===== config.mk =====
export PLATFORM = sky130hd
export DESIGN_NAME = upsp_stream_harness
export DESIGN_NICKNAME = d
export VERILOG_FILES = /design/src/rtl/upsp_stream_harness_pkg.sv /design/src/rtl/upsp_pattern_gen.sv /design/src/rtl/upsp_stream_harness.sv
export SDC_FILE = /design/constraint.sdc
export NUM_CORES = 1
export LEC_CHECK = 0
export ABC_AREA = 1
export CORE_UTILIZATION = 56
export DETAILED_ROUTE_END_ITERATION = 16
export GPL_ROUTABILITY_DRIVEN = 0
export GPL_TIMING_DRIVEN = 0
export PLACE_DENSITY = 0.84
export SETUP_SLACK_MARGIN = 0.4
export SYNTH_ARGS = -nofsm -noshare
export SYNTH_HDL_FRONTEND = slang
export SYNTH_SLANG_ARGS = --single-unit

===== constraint.sdc =====
create_clock -name clk -period 5.5 [get_ports clk]
set_input_delay 1.1 -clock clk [delete_from_list [all_inputs] [get_ports clk]]
set_output_delay 1.1 -clock clk [all_outputs]
set_load 0.02 [all_outputs]

===== src/rtl/upsp_stream_harness_pkg.sv =====
// Shared definitions for the upsampler stream harness: FSM states,
// pattern / backpressure mode codes, LFSR polynomial and the step
// functions for the LFSRs and the output checksum.
package upsp_stream_harness_pkg;

    typedef enum logic [1:0] {
        ST_IDLE  = 2'd0,
        ST_RUN   = 2'd1,
        ST_DRAIN = 2'd2,
        ST_DONE  = 2'd3
    } state_e;

    // pat_mode codes
    localparam logic [1:0] PAT_RAMP    = 2'd0;
    localparam logic [1:0] PAT_CONST   = 2'd1;
    localparam logic [1:0] PAT_LFSR    = 2'd2;
    localparam logic [1:0] PAT_CHECKER = 2'd3;

    // bp_mode codes
    localparam logic [1:0] BP_READY    = 2'd0;
    localparam logic [1:0] BP_PERIODIC = 2'd1;
    localparam logic [1:0] BP_RANDOM   = 2'd2;
    localparam logic [1:0] BP_STUCK    = 2'd3;

    localparam logic [31:0] LFSR_POLY = 32'h8020_0003;

    // Galois right-shift LFSR step
    function automatic logic [31:0] lfsr_step(input logic [31:0] s);
        return s[0] ? ((s >> 1) ^ LFSR_POLY) : (s >> 1);
    endfunction

    // Rotate-left-by-one then xor in the new beat
    function automatic logic [31:0] csum_step(input logic [31:0] c,
                                              input logic [31:0] d);
        return {c[30:0], c[31]} ^ d;
    endfunction

endpackage


===== src/rtl/upsp_pattern_gen.sv =====
// Source pixel generator for the harness read stream.
// Ports:
//   clk, rst_n    clock, async active-low reset
//   clear_i       restart the frame: x/y to 0, LFSR to seed
//   en_i          accepted read beat: advance x/y and LFSR
//   pat_mode_i    pixel pattern select
//   cfg_const_i   pixel value for the constant pattern
//   pixel_o       registered pixel for the current beat
module upsp_pattern_gen
    import upsp_stream_harness_pkg::*;
#(
    parameter int unsigned  CH        = 3,
    parameter int unsigned  CW        = 8,
    parameter int unsigned  SRC_W     = 960,
    parameter int unsigned  SRC_H     = 540,
    parameter logic [31:0]  LFSR_SEED = 32'h1,
    localparam int unsigned PIXEL_W   = CH * CW
) (
    input  logic               clk,
    input  logic               rst_n,
    input  logic               clear_i,
    input  logic               en_i,
    input  logic [1:0]         pat_mode_i,
    input  logic [PIXEL_W-1:0] cfg_const_i,
    output logic [PIXEL_W-1:0] pixel_o
);

    // At least 4 bits so the checker pattern can always look at bit 3
    localparam int unsigned XW = ($clog2(SRC_W) < 4) ? 4 : $clog2(SRC_W);
    localparam int unsigned YW = ($clog2(SRC_H) < 4) ? 4 : $clog2(SRC_H);

    logic [XW-1:0]      x_q, x_d;
    logic [YW-1:0]      y_q, y_d;
    logic [31:0]        lfsr_q, lfsr_d;
    logic [PIXEL_W-1:0] pix_q, pix_d;

    // Position / LFSR next state
    always_comb begin
        x_d    = x_q;
        y_d    = y_q;
        lfsr_d = lfsr_q;
        if (clear_i) begin
            x_d    = '0;
            y_d    = '0;
            lfsr_d = LFSR_SEED;
        end else if (en_i) begin
            lfsr_d = lfsr_step(lfsr_q);
            if (x_q == XW'(SRC_W - 1)) begin
                x_d = '0;
                y_d = (y_q == YW'(SRC_H - 1)) ? '0 : y_q + YW'(1);
            end else begin
                x_d = x_q + XW'(1);
            end
        end
    end

    // Pixel is formed from the next position so it is ready with the beat
    always_comb begin
        pix_d = '0;
        case (pat_mode_i)
            PAT_RAMP: begin
                for (int c = 0; c < int'(CH); c++) begin
                    pix_d[c*CW +: CW] = CW'(32'(x_d) + 32'(y_d) + 32'(c));
                end
            end
            PAT_CONST: pix_d = cfg_const_i;
            PAT_LFSR:  pix_d = lfsr_d[PIXEL_W-1:0];
            default:   pix_d = (x_d[3] ^ y_d[3]) ? '1 : '0;
        endcase
    end

    always_ff @(posedge clk or negedge rst_n) begin
        if (!rst_n) begin
            x_q    <= '0;
            y_q    <= '0;
            lfsr_q <= '0;
            pix_q  <= '0;
        end else if (clear_i || en_i) begin
            x_q    <= x_d;
            y_q    <= y_d;
            lfsr_q <= lfsr_d;
            pix_q  <= pix_d;
        end
    end

    assign pixel_o = pix_q;

endmodule


===== src/rtl/upsp_stream_harness.sv =====
// Stimulus / monitor harness for the upsampler pixel streams.
// Drives the read stream with a selectable pattern, applies programmable
// backpressure on the write stream, counts and checksums output beats and
// reports done / timeout / overflow.
// Ports:
//   clk, rst_n                      clock, async active-low reset
//   start                           begin a run (IDLE or DONE only)
//   pat_mode, cfg_const             read pattern select / constant value
//   bp_mode, bp_period, bp_low      write backpressure configuration
//   upsp_ac_rready, ac_upsp_rdata,
//   ac_upsp_rvalid                  read stream into the upsampler
//   upsp_ac_wdata, upsp_ac_wvalid,
//   ac_upsp_wready                  write stream out of the upsampler
//   busy, done, timeout, overflow   run status
//   in_cnt, out_cnt, checksum       run statistics
module upsp_stream_harness
    import upsp_stream_harness_pkg::*;
#(
    parameter int unsigned  CH        = 3,
    parameter int unsigned  CW        = 8,
    parameter int unsigned  SRC_W     = 960,
    parameter int unsigned  SRC_H     = 540,
    parameter int unsigned  SCALE     = 4,
    parameter int unsigned  TIMEOUT   = 1048576,
    parameter logic [31:0]  LFSR_SEED = 32'h1,
    localparam int unsigned PIXEL_W   = CH * CW
) (
    input  logic               clk,
    input  logic               rst_n,
    input  logic               start,
    input  logic [1:0]         pat_mode,
    input  logic [PIXEL_W-1:0] cfg_const,
    input  logic [1:0]         bp_mode,
    input  logic [7:0]         bp_period,
    input  logic [7:0]         bp_low,
    input  logic               upsp_ac_rready,
    output logic [PIXEL_W-1:0] ac_upsp_rdata,
    output logic               ac_upsp_rvalid,
    output logic               ac_upsp_wready,
    input  logic [PIXEL_W-1:0] upsp_ac_wdata,
    input  logic               upsp_ac_wvalid,
    output logic               busy,
    output logic               done,
    output logic               timeout,
    output logic               overflow,
    output logic [31:0]        in_cnt,
    output logic [31:0]        out_cnt,
    output logic [31:0]        checksum
);

    localparam logic [31:0] EXP_IN   = 32'(SRC_W * SRC_H);
    localparam logic [31:0] EXP_OUT  = 32'(SRC_W * SRC_H * SCALE * SCALE);
    localparam logic [31:0] IDLE_MAX = 32'(TIMEOUT - 1);

    state_e      state_q;
    logic        rvalid_q, wready_q, busy_q, done_q, timeout_q, overflow_q;
    logic [31:0] in_cnt_q, out_cnt_q, checksum_q, idle_q;
    logic [7:0]  ph_q;
    logic [31:0] bp_lfsr_q;

    logic        hs_r_c, hs_w_c, start_ok_c;
    logic [7:0]  bp_per_c, bp_lo_c, ph_nxt_c;
    logic [31:0] bp_lfsr_nxt_c;
    logic        wready_nxt_c;

    assign hs_r_c     = rvalid_q & upsp_ac_rready;
    assign hs_w_c     = wready_q & upsp_ac_wvalid;
    assign start_ok_c = start & ((state_q == ST_IDLE) | (state_q == ST_DONE));

    // Source pixels
    upsp_pattern_gen #(
        .CH        (CH),
        .CW        (CW),
        .SRC_W     (SRC_W),
        .SRC_H     (SRC_H),
        .LFSR_SEED (LFSR_SEED)
    ) u_pattern_gen (
        .clk         (clk),
        .rst_n       (rst_n),
        .clear_i     (start_ok_c),
        .en_i        (hs_r_c),
        .pat_mode_i  (pat_mode),
        .cfg_const_i (cfg_const),
        .pixel_o     (ac_upsp_rdata)
    );

    // Backpressure generator: next phase / LFSR and the wready they imply
    always_comb begin
        bp_per_c      = (bp_period == 8'd0) ? 8'd1 : bp_period;
        bp_lo_c       = (bp_low > bp_per_c) ? bp_per_c : bp_low;
        ph_nxt_c      = '0;
        bp_lfsr_nxt_c = ~LFSR_SEED;
        if (!start_ok_c) begin
            ph_nxt_c      = (ph_q + 8'd1 >= bp_per_c) ? 8'd0 : ph_q + 8'd1;
            bp_lfsr_nxt_c = lfsr_step(bp_lfsr_q);
        end
        case (bp_mode)
            BP_READY:    wready_nxt_c = 1'b1;
            BP_PERIODIC: wready_nxt_c = (ph_nxt_c < (bp_per_c - bp_lo_c));
            BP_RANDOM:   wready_nxt_c = bp_lfsr_nxt_c[0];
            default:     wready_nxt_c = 1'b0;
        endcase
    end

    // Run control FSM with registered outputs
    always_ff @(posedge clk or negedge rst_n) begin
        if (!rst_n) begin
            state_q    <= ST_IDLE;
            rvalid_q   <= 1'b0;
            wready_q   <= 1'b0;
            busy_q     <= 1'b0;
            done_q     <= 1'b0;
            timeout_q  <= 1'b0;
            overflow_q <= 1'b0;
            in_cnt_q   <= '0;
            out_cnt_q  <= '0;
            checksum_q <= '0;
            idle_q     <= '0;
            ph_q       <= '0;
            bp_lfsr_q  <= '0;
        end else begin
            case (state_q)
                ST_IDLE, ST_DONE: begin
                    // Late beats are flagged but never counted
                    if (state_q == ST_DONE && hs_w_c) begin
                        overflow_q <= 1'b1;
                    end
                    if (start_ok_c) begin
                        state_q    <= ST_RUN;
                        rvalid_q   <= 1'b1;
                        wready_q   <= wready_nxt_c;
                        busy_q     <= 1'b1;
                        done_q     <= 1'b0;
                        timeout_q  <= 1'b0;
                        overflow_q <= 1'b0;
                        in_cnt_q   <= '0;
                        out_cnt_q  <= '0;
                        checksum_q <= '0;
                        idle_q     <= '0;
                        ph_q       <= ph_nxt_c;
                        bp_lfsr_q  <= bp_lfsr_nxt_c;
                    end
                end
                ST_RUN, ST_DRAIN: begin
                    ph_q      <= ph_nxt_c;
                    bp_lfsr_q <= bp_lfsr_nxt_c;
                    wready_q  <= wready_nxt_c;
                    if (hs_r_c) begin
                        in_cnt_q <= in_cnt_q + 32'd1;
                        if (in_cnt_q == EXP_IN - 32'd1) begin
                            rvalid_q <= 1'b0;
                            state_q  <= ST_DRAIN;
                        end
                    end
                    if (hs_w_c) begin
                        out_cnt_q  <= out_cnt_q + 32'd1;
                        checksum_q <= csum_step(checksum_q, 32'(upsp_ac_wdata));
                    end
                    idle_q <= (hs_r_c | hs_w_c) ? 32'd0 : idle_q + 32'd1;
                    // Completion takes priority over the idle timer
                    if (hs_w_c && out_cnt_q == EXP_OUT - 32'd1) begin
                        state_q  <= ST_DONE;
                        rvalid_q <= 1'b0;
                        wready_q <= 1'b1;
                        busy_q   <= 1'b0;
                        done_q   <= 1'b1;
                    end else if (!hs_r_c && !hs_w_c && idle_q == IDLE_MAX) begin
                        state_q   <= ST_DONE;
                        rvalid_q  <= 1'b0;
                        wready_q  <= 1'b1;
                        busy_q    <= 1'b0;
                        done_q    <= 1'b1;
                        timeout_q <= 1'b1;
                    end
                end
                default: state_q <= ST_IDLE;
            endcase
        end
    end

    assign ac_upsp_rvalid = rvalid_q;
    assign ac_upsp_wready = wready_q;
    assign busy           = busy_q;
    assign done           = done_q;
    assign timeout        = timeout_q;
    assign overflow       = overflow_q;
    assign in_cnt         = in_cnt_q;
    assign out_cnt        = out_cnt_q;
    assign checksum       = checksum_q;

endmodule


==> out/metrics.cfg <==
[sta]
period_share_pct=89.39
report.final.slew_viol_count=0
max_freq_mhz=203.4
min_period_ns=4.916
rsz0062_at_grt=yes
hold_violations=0
slew_headroom_pct=43.27
fin_hold_ws_ns=0.4720
finalSetupViolCount=0
tightest_slew_ns=0.8478
fin_skew_ns=0.01060

[grt]
grtUsageMet3_pct=4.287
overflow=0
top_usage_layer=met2
grt_util_met1_pct=39.19
use_met2_pct=46.52
first_global_vias=13010
track_usage_pct=28.74
grt_pass1_wl_mm=61.55
antenna_found_initial=0
grt_max_degree=118

[critical_path]
worstSetupStartpointType=input pin
end_kind=flop
path_buf_inv=4
critPathKind=in -> reg
worst-endpoint-required_ns=5.97
cpLargestDelayFamily=compound AO/OA/AOI/OAI gates
arrival_ns=5.38
crit_path_max_fanout=5
cp_slowest_cell=clkdlybuf4s50_1
cp_common_cell=nand2_1
cp_slowest_stage_delay_ns=0.47

[synthesis]
yosysUniqueCellTypes=52
syn_avg_cell_area_sq_um=8.095
synth.top_cell.area_share_pct=44.69
synthCells=1743
ys.flop_type=dfrtp_1
synth_edf_count=0
ys_async_sr_fraction_pct=100.0
synth_seq_area_share_pct=44.69
synth_area_sq_um=14110
yosysWarnings=0
synth-seq-cells=252
ys_top_cells_by_area=dfrtp_1 (45%), nand2_1 (8.2%), inv_1 (7.3%)
synth_fp_nets=1864
synth_area_leader_cell=dfrtp_1

[finish]
synthToLayoutAreaGrowth_pct=25.34
layout_common_cells=nand2_1 (310), inv_1 (271), dfrtp_1 (252)
final_common_cell=nand2_1
antenna_cells=0
nets=2103
drive_above_1_share_pct=7.838
finish.utilization_pct=72.08
num-fill-cells=1885

[routing]
vias=13200
drc_errors=0
drt_iter0_drc=1182
avgViaCountPerCell=5.673
avgRoutedWirePerCell_microns=15.88
dr.pass1.iters=5
ant_nets=0
wl_mm=36.96

[floorplan]
die_area_sq_um=25830
pin_count=199
fp.dieW_microns=160.7
rows=57
die_y_microns=160.7
core_area_sq_um=24530
initial_utilization_pct=57.51

[run]
cap_violations=0

[hold_path]
min-delay-path-class=in -> async

[cts]
clock-sinks=252
clock_path_buffers=3
ctsHoldBuffers=0
insertion_delay_ns=0.54
cts_max_level=1
tritoncts=yes
cts_made_buffers=27
clkTransAtPathRegs_ns=0.06
clock_tree.root_cell=clkbuf_16

[pwr]
p_total_mw=5.602
ir_drop_uv=292.6
power.static_leakage_nw=8.602
p_per_area_nw_per_um2=316.8

[placed_design]
place.detailed.hpwl_mm=27.27
portBuffers=198

[outcome]
status=complete, no violations

worst paths after layout:
| path | start | endpoint | slack [ns] | depth (start not counted) |
|---|---|---|---|---|
| setup / recovery | bp_period[5] | ac_upsp_wready | 0.58 | 29 |
| hold / removal | rst_n | checksum[25] | 0.47 | 1 |
| hold reg to reg | u_pattern_gen.pixel_o[7] | u_pattern_gen.pixel_o[7] | 0.50 | 2 |
| max in group asynchronous | rst_n | u_pattern_gen.x_q[6] | 3.71 | 3 |
| min in group clk | u_pattern_gen.pixel_o[7] | u_pattern_gen.pixel_o[7] | 0.50 | 2 |
| setup reg to reg | state_q[0] | u_pattern_gen.pixel_o[23] | 1.05 | 24 |
registers in the layout, indices dropped and copies added, names as in the netlist, 2 cells and up:
name and cells:
bp_lfsr_q 32, checksum 32, idle_q 32, in_cnt 32, out_cnt 32, ph_q 8
state_q 2, u_pattern_gen.lfsr_q 32, u_pattern_gen.pixel_o 24, u_pattern_gen.x_q 10, u_pattern_gen.y_q 10
report_power, final:
group / switching, mW / total (mW) / internal, mW
sequential: 0.178 / 2.22 / 2.04
clock: 0.769 / 1.96 / 1.19
combinational: 0.784 / 1.43 / 0.641
per-stage QoR:
step / TNS, ns / instance area, sq um / instances / worst slack, ns
detailed placement: -1.219 / 16560 / 2267 / -0.8238
CTS: 0 / 17570 / 2319 / 0.4161
finish: 0 / 17680 / 2327 / 0.5837
global placement: -1827.96 / 16500 / 2265 / -7.281
floorplan: 0 / 14110 / 1743 / 0.5527
global route: 0 / 17680 / 2327 / 0.2697
synthesized netlist by cell type (11+ instances only):
master and count:
nand3_1 81, o31ai_1 30, nand2_1 310, xnor2_1 29, ha_1 46, a22oi_1 49, nor3_1 38, dfrtp_1 252
a21oi_1 86, nand4_1 36, clkbuf_1 37, o21ai_0 108, xor2_1 21, o22ai_1 59, inv_1 275, nor2_1 135
nor4_1 13, nand2_2 11
metal layers:
metal / vias to the layer above / wire length [microns]
met5: - / 0
met4: 0 / 1051
met3: 81 / 2501
met2: 529 / 17290
met1: 6280 / 16120
li1: 6311 / -
final cells by class:
type | instances | area (sq um) | area share [%]
Sequential cell | 252 | 6306 | 35.66
Buffer | 56 | 240.2 | 1.358
Timing Repair Buffer | 210 | 2127 | 12.03
Tap cell | 324 | 405.4 | 2.292
Clock inverter | 16 | 221.5 | 1.252
Clock buffer | 34 | 742.0 | 4.196
Inverter | 287 | 1079 | 6.099
Multi-Input combinational cell | 1148 | 6564 | 37.12
timing repair:
item,in CTS,in global routing
pin swaps,1,11
hold endpoints to repair,0,0
resized for setup,11,20
setup endpoints to repair,3,5
buffers inserted,2,8
cells by family after synthesis:
group | after synthesis | share of synthesized area [%]
and+or+nand+nor | 676 | 22.52
AOI/OAI and AO/OA | 373 | 16.00
buffers and inverters | 343 | 9.249
DFF | 252 | 44.69
xor gates and xnor gates | 50 | 3.104
adders and majority gates | 48 | 4.363
muxes | 1 | 0.07094
Power figures use the tool's default switching activity.
